`src/rtl/uart_adapter_pkg.sv`:
```
// Shared register-map constants, FSM encodings and helpers for the UART adapter.
package uart_adapter_pkg;

    // Register select values decoded from addr_i[2]
    localparam logic UartDataOff = 1'b0;
    localparam logic UartStatOff = 1'b1;

    // STATUS register bit positions
    localparam int unsigned UartTxRdyBit    = 0;
    localparam int unsigned UartRxVldBit    = 1;
    localparam int unsigned UartOverrunBit  = 2;
    localparam int unsigned UartFrameErrBit = 3;
    localparam int unsigned UartTxBusyBit   = 4;

    localparam int unsigned BYTE_W = 8;
    localparam int unsigned BUS_W  = 32;

    typedef enum logic {
        BUS_IDLE = 1'b0,
        BUS_ACK  = 1'b1
    } bus_state_e;

    typedef enum logic [1:0] {
        SER_IDLE  = 2'd0,
        SER_START = 2'd1,
        SER_DATA  = 2'd2,
        SER_STOP  = 2'd3
    } ser_state_e;

    // Clock cycles per serial bit
    function automatic int unsigned baud_div(input int unsigned clk_freq, input int unsigned baud);
        return clk_freq / baud;
    endfunction

endpackage

```
`src/rtl/uart_fifo.sv`:
```
// Synchronous show-ahead FIFO; push while full is accepted only alongside a pop.
module uart_fifo #(
    parameter int unsigned WIDTH = 8,
    parameter int unsigned DEPTH = 16
) (
    input  logic             clk,
    input  logic             rst_n,
    input  logic             push,
    input  logic [WIDTH-1:0] wr_data,
    input  logic             pop,
    output logic [WIDTH-1:0] rd_data,
    output logic             full,
    output logic             empty
);
    localparam int unsigned IDX_W = $clog2(DEPTH);
    localparam int unsigned PTR_W = IDX_W + 1;

    logic [PTR_W-1:0] wr_ptr_q;
    logic [PTR_W-1:0] rd_ptr_q;
    logic [WIDTH-1:0] mem_q [DEPTH];
    logic             do_push;
    logic             do_pop;

    assign empty   = (wr_ptr_q == rd_ptr_q);
    assign full    = (wr_ptr_q[PTR_W-1] != rd_ptr_q[PTR_W-1]) &&
                     (wr_ptr_q[IDX_W-1:0] == rd_ptr_q[IDX_W-1:0]);
    assign do_pop  = pop && !empty;
    assign do_push = push && (!full || do_pop);
    assign rd_data = mem_q[rd_ptr_q[IDX_W-1:0]];

    // Pointer update; extra MSB distinguishes full from empty
    always_ff @(posedge clk or negedge rst_n) begin
        if (!rst_n) begin
            wr_ptr_q <= '0;
            rd_ptr_q <= '0;
        end else begin
            if (do_push) wr_ptr_q <= wr_ptr_q + PTR_W'(1);
            if (do_pop)  rd_ptr_q <= rd_ptr_q + PTR_W'(1);
        end
    end

    // Storage array, no reset needed
    always_ff @(posedge clk) begin
        if (do_push) mem_q[wr_ptr_q[IDX_W-1:0]] <= wr_data;
    end

endmodule

```
`src/rtl/uart_adapter.sv`:
```
// Memory-mapped 8N1 UART with TX/RX FIFOs behind a request/ready bus port.
module uart_adapter
    import uart_adapter_pkg::*;
#(
    parameter int unsigned CLK_FREQ   = 50_000_000,
    parameter int unsigned BAUD       = 115_200,
    parameter int unsigned FIFO_DEPTH = 16
) (
    input  logic        clk,
    input  logic        rst,
    input  logic        ce_i,
    input  logic        we_i,
    input  logic [31:0] addr_i,
    input  logic [3:0]  sel_i,
    input  logic [31:0] data_i,
    output logic [31:0] data_o,
    output logic        ready_o,
    output logic        txd,
    input  logic        rxd,
    output logic        int_o
);
    localparam int unsigned DIV   = baud_div(CLK_FREQ, BAUD);
    localparam int unsigned CNT_W = $clog2(DIV);
    localparam logic [CNT_W-1:0] CNT_LAST = CNT_W'(DIV - 1);
    localparam logic [CNT_W-1:0] CNT_HALF = CNT_W'(DIV / 2 - 1);

    bus_state_e  bus_q, bus_d;
    ser_state_e  tx_q, tx_d, rx_q, rx_d;
    logic [BUS_W-1:0]  data_d, status;
    logic              ready_d, stat_clr;
    logic              tx_push, tx_pop, tx_full, tx_empty;
    logic              rx_push, rx_pop, rx_full, rx_empty;
    logic [BYTE_W-1:0] tx_rdata, rx_rdata;
    logic [CNT_W-1:0]  tcnt_q, tcnt_d, rcnt_q, rcnt_d;
    logic [2:0]        tbit_q, tbit_d, rbit_q, rbit_d;
    logic [BYTE_W-1:0] tsh_q, tsh_d, rsh_q, rsh_d;
    logic              txd_d;
    logic              overrun_q, frame_err_q, ov_set, fe_set;
    logic              rx_meta_q, rx_sync_q, rx_prev_q;
    logic              bus_unused;

    assign bus_unused = ^{addr_i[31:3], addr_i[1:0], sel_i[3:1], data_i[31:8]};

    uart_fifo #(.WIDTH(BYTE_W), .DEPTH(FIFO_DEPTH)) u_tx_fifo (
        .clk(clk), .rst_n(rst), .push(tx_push), .wr_data(data_i[7:0]),
        .pop(tx_pop), .rd_data(tx_rdata), .full(tx_full), .empty(tx_empty)
    );

    uart_fifo #(.WIDTH(BYTE_W), .DEPTH(FIFO_DEPTH)) u_rx_fifo (
        .clk(clk), .rst_n(rst), .push(rx_push), .wr_data(rsh_q),
        .pop(rx_pop), .rd_data(rx_rdata), .full(rx_full), .empty(rx_empty)
    );

    // Bus FSM: one FIFO access on IDLE->ACK, ready held until ce_i drops
    always_comb begin
        bus_d    = bus_q;
        ready_d  = 1'b0;
        data_d   = data_o;
        tx_push  = 1'b0;
        rx_pop   = 1'b0;
        stat_clr = 1'b0;
        status   = '0;
        status[UartTxRdyBit]    = !tx_full;
        status[UartRxVldBit]    = !rx_empty;
        status[UartOverrunBit]  = overrun_q;
        status[UartFrameErrBit] = frame_err_q;
        status[UartTxBusyBit]   = (tx_q != SER_IDLE);
        unique case (bus_q)
            BUS_IDLE: begin
                data_d = '0;
                if (ce_i) begin
                    bus_d   = BUS_ACK;
                    ready_d = 1'b1;
                    if (addr_i[2] == UartDataOff) begin
                        if (we_i) begin
                            tx_push = sel_i[0];
                        end else begin
                            rx_pop = !rx_empty;
                            data_d = rx_empty ? '0 : BUS_W'(rx_rdata);
                        end
                    end else if (!we_i) begin
                        data_d   = status;
                        stat_clr = 1'b1;
                    end
                end
            end
            BUS_ACK: begin
                if (ce_i) begin
                    ready_d = 1'b1;
                end else begin
                    bus_d  = BUS_IDLE;
                    data_d = '0;
                end
            end
            default: bus_d = BUS_IDLE;
        endcase
    end

    // TX FSM: start, 8 data bits LSB first, stop; chains straight into the next byte
    always_comb begin
        tx_d   = tx_q;
        tcnt_d = tcnt_q + CNT_W'(1);
        tbit_d = tbit_q;
        tsh_d  = tsh_q;
        txd_d  = txd;
        tx_pop = 1'b0;
        unique case (tx_q)
            SER_IDLE: begin
                tcnt_d = '0;
                txd_d  = 1'b1;
                if (!tx_empty) begin
                    tx_pop = 1'b1;
                    tsh_d  = tx_rdata;
                    tx_d   = SER_START;
                    txd_d  = 1'b0;
                end
            end
            SER_START: begin
                if (tcnt_q == CNT_LAST) begin
                    tcnt_d = '0;
                    tbit_d = '0;
                    tx_d   = SER_DATA;
                    txd_d  = tsh_q[0];
                    tsh_d  = tsh_q >> 1;
                end
            end
            SER_DATA: begin
                if (tcnt_q == CNT_LAST) begin
                    tcnt_d = '0;
                    if (tbit_q == 3'd7) begin
                        tx_d  = SER_STOP;
                        txd_d = 1'b1;
                    end else begin
                        tbit_d = tbit_q + 3'd1;
                        txd_d  = tsh_q[0];
                        tsh_d  = tsh_q >> 1;
                    end
                end
            end
            SER_STOP: begin
                if (tcnt_q == CNT_LAST) begin
                    tcnt_d = '0;
                    if (!tx_empty) begin
                        tx_pop = 1'b1;
                        tsh_d  = tx_rdata;
                        tx_d   = SER_START;
                        txd_d  = 1'b0;
                    end else begin
                        tx_d  = SER_IDLE;
                        txd_d = 1'b1;
                    end
                end
            end
            default: tx_d = SER_IDLE;
        endcase
    end

    // RX FSM: start-edge detect, glitch reject at half bit, mid-bit sampling
    always_comb begin
        rx_d    = rx_q;
        rcnt_d  = rcnt_q + CNT_W'(1);
        rbit_d  = rbit_q;
        rsh_d   = rsh_q;
        rx_push = 1'b0;
        fe_set  = 1'b0;
        unique case (rx_q)
            SER_IDLE: begin
                rcnt_d = '0;
                if (rx_prev_q && !rx_sync_q) rx_d = SER_START;
            end
            SER_START: begin
                if (rcnt_q == CNT_HALF) begin
                    rcnt_d = '0;
                    rbit_d = '0;
                    rx_d   = rx_sync_q ? SER_IDLE : SER_DATA;
                end
            end
            SER_DATA: begin
                if (rcnt_q == CNT_LAST) begin
                    rcnt_d = '0;
                    rsh_d  = {rx_sync_q, rsh_q[7:1]};
                    if (rbit_q == 3'd7) rx_d = SER_STOP;
                    else                rbit_d = rbit_q + 3'd1;
                end
            end
            SER_STOP: begin
                if (rcnt_q == CNT_LAST) begin
                    rcnt_d  = '0;
                    rx_d    = SER_IDLE;
                    rx_push = rx_sync_q;
                    fe_set  = !rx_sync_q;
                end
            end
            default: rx_d = SER_IDLE;
        endcase
    end

    assign ov_set = rx_push && rx_full && !rx_pop;

    // State, datapath and sticky-flag registers; a flag set beats a status-read clear
    always_ff @(posedge clk or negedge rst) begin
        if (!rst) begin
            bus_q       <= BUS_IDLE;
            ready_o     <= 1'b0;
            data_o      <= '0;
            tx_q        <= SER_IDLE;
            tcnt_q      <= '0;
            tbit_q      <= '0;
            tsh_q       <= '0;
            txd         <= 1'b1;
            rx_q        <= SER_IDLE;
            rcnt_q      <= '0;
            rbit_q      <= '0;
            rsh_q       <= '0;
            rx_meta_q   <= 1'b1;
            rx_sync_q   <= 1'b1;
            rx_prev_q   <= 1'b1;
            overrun_q   <= 1'b0;
            frame_err_q <= 1'b0;
            int_o       <= 1'b0;
        end else begin
            bus_q       <= bus_d;
            ready_o     <= ready_d;
            data_o      <= data_d;
            tx_q        <= tx_d;
            tcnt_q      <= tcnt_d;
            tbit_q      <= tbit_d;
            tsh_q       <= tsh_d;
            txd         <= txd_d;
            rx_q        <= rx_d;
            rcnt_q      <= rcnt_d;
            rbit_q      <= rbit_d;
            rsh_q       <= rsh_d;
            rx_meta_q   <= rxd;
            rx_sync_q   <= rx_meta_q;
            rx_prev_q   <= rx_sync_q;
            overrun_q   <= ov_set || (overrun_q && !stat_clr);
            frame_err_q <= fe_set || (frame_err_q && !stat_clr);
            int_o       <= !rx_empty;
        end
    end

endmodule

```
`config.mk`:
```
export PLATFORM = sky130hd
export DESIGN_NAME = uart_adapter
export DESIGN_NICKNAME = d
export VERILOG_FILES = /design/src/rtl/uart_adapter_pkg.sv /design/src/rtl/uart_fifo.sv /design/src/rtl/uart_adapter.sv
export SDC_FILE = /design/constraint.sdc
export NUM_CORES = 1
export LEC_CHECK = 0
export BUFFER_PORTS_ARGS = -buffer_cell sky130_fd_sc_hd__clkbuf_2
export CORE_AREA = 2 2 171 173
export CTS_CLUSTER_SIZE = 25
export DETAILED_ROUTE_END_ITERATION = 12
export DIE_AREA = 0 0 173 175
export HOLD_SLACK_MARGIN = 0.06
export PLACE_DENSITY = 0.69
export SLEW_MARGIN = 20
export SYNTH_ARGS = -nofsm -noshare
export SYNTH_HDL_FRONTEND = slang
export SYNTH_SLANG_ARGS = --single-unit
```
`constraint.sdc`:
```
create_clock -name clk -period 8.52 [get_ports clk]
set_input_delay 0.852 -clock clk [delete_from_list [all_inputs] [get_ports clk]]
set_output_delay 0.852 -clock clk [all_outputs]
set_load 0.01 [all_outputs]
```
==> metrics.md <==
| Metric | Value |
|---|---|
| Post-synthesis cell type count | `67` |
| Final setup fails | `0` |
| Register area share after synthesis | `between 60% and 70%` |
| Number of global-route vias before repair | `7371` |
| Number of core rows | `62` |
| First-pass GRT wire length | `roughly 42000 um` |
| Critical Path AT | `approximately 3500 ps` |
| Worst-Margin Slew | `about 1000 ps` |
| Main synth FF type | `edfxtp_1` |
| Number of clock sinks | `about 340` |
| Gr usage total | `between 10% and 20%` |
| Clock tree buffer depth | `3` |
| Mux cell area share after synthesis | `11.3%` |
| Via count | `about 7300` |
| Critical path peak fanout | `23` |
| Initial antenna violation count | `0` |
| Chip Height | `approximately 180 um` |
| RSZ-0062 raised after global routing | `false` |
| DRC | `0` |
| Full die area | `30300 sq um` |
| Initial Utilization | `49.6%` |
| Die Width | `173 um` |
| Synthesized area | `14100 sq um` |
| Highest routed layer | `met4` |
| Detailed Routing Iterations Pass 1 | `5` |
| Total of max-cap violations | `0` |
| Layout cells sized above 1 | `a little under a fifth` |
| Layout area overhead | `11.0%` |
| DRT iter0 DRCs | `556` |
| Post-synth ARST share | `23.8%` |
| Largest family of logic cells by synthesized area | `multiplexers` |
| Critical Path RT | `roughly 8700 ps` |
| Post-Synth XOR/XNOR Area | `~2.7%` |
| # diodes | `0` |
| Outcome | `finished, final reports clean` |
| Number of I/O pins | `between 100 and 150` |
| Met1 Wirelength | `11900 um` |
| EDFF count, synth | `about 260` |
| Setup CP Type | `flop to flop` |
| Crit path time final | `3350 ps` |
| H-tree depth | `2` |
| Worst-path clk slew | `60 ps` |
| GP Congestion | `0.785` |
| Peak supply drop | `0.155 mV` |
| Period Utilization, post-route | `between 30% and 40%` |
| Setup TNS | `0 ps` |
| Fillers | `2246` |
| Drt total wl | `about 27000 um` |
| CTS resizes | `0` |
| Synth warnings | `0` |
| Vias per inst | `around 5.6` |
| Leakage | `6.01 nW` |
| CTS root buf | `clkbuf_16` |
| Core ar. | `roughly 28000 sq um` |
| Worst-Skew Late Latency | `roughly 530 ps` |
| Multi-input gate area | `roughly 4000 sq um` |
| Sequential cell area | `just under 10000 sq um` |
| Pin count of the biggest net entering global routing | `70` |
| Overflow after GRT | `0` |
| Synth Instances | `about 870` |
| Final Max Slew Viols | `0` |
| Post-cts hold buffer count | `0` |
| Setup Skew | `24.2 ps` |
| Synthesized area per cell | `between 15 and 20 sq um` |
| WL met3 | `about 1400 um` |
| # nets final | `995` |
| Remaining antenna violation count | `0` |
| WL met2 | `approximately 13000 um` |
| Post-CTS setup buffer count | `0` |
| Register bit total from synthesis | `between 300 and 400` |
| Final hold violation count | `0` |
| Startpoint types | `flop` |
| Simple-gate share of the synthesized area | `7.06%` |
| Slew HR | `around 32%` |
| Hold Slack | `172 ps` |
| Post-DR wirelength/cell | `20.3 um` |
| Synth Area in Adders | `under 10%` |
| CP endpoint kind | `flop` |
| Worst Hold Class | `primary input to async pin` |
| Pwr dens | `282 nW/um^2` |
| Hpwl dp | `~16000 um` |
| CTS tree | `yes` |
| Num CTS Buffers | `36` |
| Fmax | `around 300 MHz` |
| Port buffer count | `25` |
| Synth Area in Compound Gates | `under 10%` |
[cells by family after synthesis]
group,after synthesis
simple gates,198
flops,336
xor+xnor,42
mux,88
fa+ha+maj,24
buf+inv,83
other cells,1
compound gates,94
[power breakdown]
| group | leakage, nW | switching, mW | internal [mW] |
|---|---|---|---|
| Sequential | 3.68 | 0.0855 | 1.84 |
| Combinational | 1.77 | 0.570 | 0.419 |
| Clock | 0.557 | 0.614 | 0.876 |
| Total | 6.01 | 1.27 | 3.13 |
[layer usage]
layer	GRT usage [%]	up-vias
met5	0	-
met2	29.3	186
met1	25.1	3754
met3	3.18	45
li1	-	3333
met4	4.48	0
[through the flow]
step                      utilization, %  worst slack, ps  power (mW)  cell area (sq um)  std cells
after global placement              51.1             5250        2.94              14500       1244
final                               55.0             5170        4.40              15600       1308
after global routing                55.0             4960        4.61              15600       1308
after CTS                           55.0             5200        4.45              15600       1308
after floorplan                        -             5330        2.73              14200        889
after detailed placement            51.1             5200        2.96              14500       1244
[cells in the mapped netlist (3+ instances only)]
| master | instances | share of area, % |
|---|---|---|
| and4_1 | 3 | 0.19 |
| o22ai_1 | 9 | 0.40 |
| a21oi_1 | 19 | 0.68 |
| o31ai_2 | 3 | 0.27 |
| and2_1 | 3 | 0.13 |
| mux2i_1 | 17 | 1.2 |
| mux4_2 | 55 | 8.8 |
| nor2b_1 | 19 | 0.84 |
| nand3_1 | 8 | 0.28 |
| mux2_2 | 14 | 1.1 |
| nor2_1 | 33 | 0.88 |
| dfrtp_1 | 76 | 14 |
| o31ai_1 | 6 | 0.32 |
| dfstp_2 | 4 | 0.75 |
| buf_1 | 4 | 0.11 |
| buf_4 | 25 | 1.3 |
| o21ai_0 | 10 | 0.36 |
| nor3_1 | 11 | 0.39 |
| edfxtp_1 | 256 | 55 |
| a22o_1 | 9 | 0.56 |
| o21ai_1 | 4 | 0.14 |
| and3_1 | 25 | 1.1 |
| nand2_1 | 71 | 1.9 |
| nand4_1 | 11 | 0.49 |
| inv_1 | 18 | 0.48 |
| ha_1 | 24 | 2.1 |
| xnor2_1 | 20 | 1.2 |
| xor2_1 | 21 | 1.3 |
| buf_2 | 13 | 0.46 |
| a2111oi_0 | 8 | 0.50 |
| clkbuf_1 | 21 | 0.56 |
[registers in the layout (all words and copies together), names as in the netlist, 5 cells and up, named ones only]
name                flops
data_o                  8
u_tx_fifo.mem_q       128
u_rx_fifo.rd_ptr_q      5
u_rx_fifo.wr_ptr_q      5
tsh_q                   8
u_tx_fifo.wr_ptr_q      5
tcnt_q                  9
rsh_q                   8
rcnt_q                  9
u_tx_fifo.rd_ptr_q      5
u_rx_fifo.mem_q       128
[placed cells by master (no fill, tap or decap), types with 4 or more instances in the layout]
cell type	count
inv_1	18
clkbuf_2	24
clkinv_2	8
o21ai_0	10
buf_4	12
mux2i_1	17
xor2_1	21
nand4_1	11
a21oi_1	19
and3_1	25
nor2b_1	19
o22ai_1	9
dfrtp_1	73
ha_1	24
mux4_2	55
nand3_1	8
o31ai_1	6
xnor2_1	20
a2111oi_0	8
edfxtp_1	256
clkbuf_16	36
clkbuf_1	9
o21ai_1	4
clkinv_1	5
mux2_2	14
a22o_1	9
conb_1	24
nand2_1	71
nor3_1	10
nor2_1	33
dfstp_2	4
[worst max-delay path, stage by stage, from the launching register on]
cell and delay [ps]:
dfrtp_1 400, inv_1 120, ha_1 600, nand2b_1 270
o32a_1 330, a31oi_2 630, and3_1 630
[final timing paths]
kind,start,end,slack (ps),cells after the start
max in group asynchronous,rst,u_tx_fifo.rd_ptr_q[0],7160,2
min in group clk,rx_meta_q,rx_sync_q,360,0
min,rst,u_rx_fifo.wr_ptr_q[1],170,1
max reg2reg,tx_q[0],u_tx_fifo.mem_q[13][4],5170,6
max,tx_q[0],u_tx_fifo.mem_q[13][4],5170,6
min reg2reg,rx_meta_q,rx_sync_q,360,0
[area by class of cell]
cell class / instances / share of cell area (%)
well taps: 384 / 3.07
flip-flops and latches: 336 / 62.1
repair buffers: 36 / 1.35
clock inverters: 19 / 1.24
multi-input cells: 470 / 25.9
clock buffers: 45 / 5.98
inverters: 18 / 0.432
Note: power is estimated with default switching activity, not from simulation.
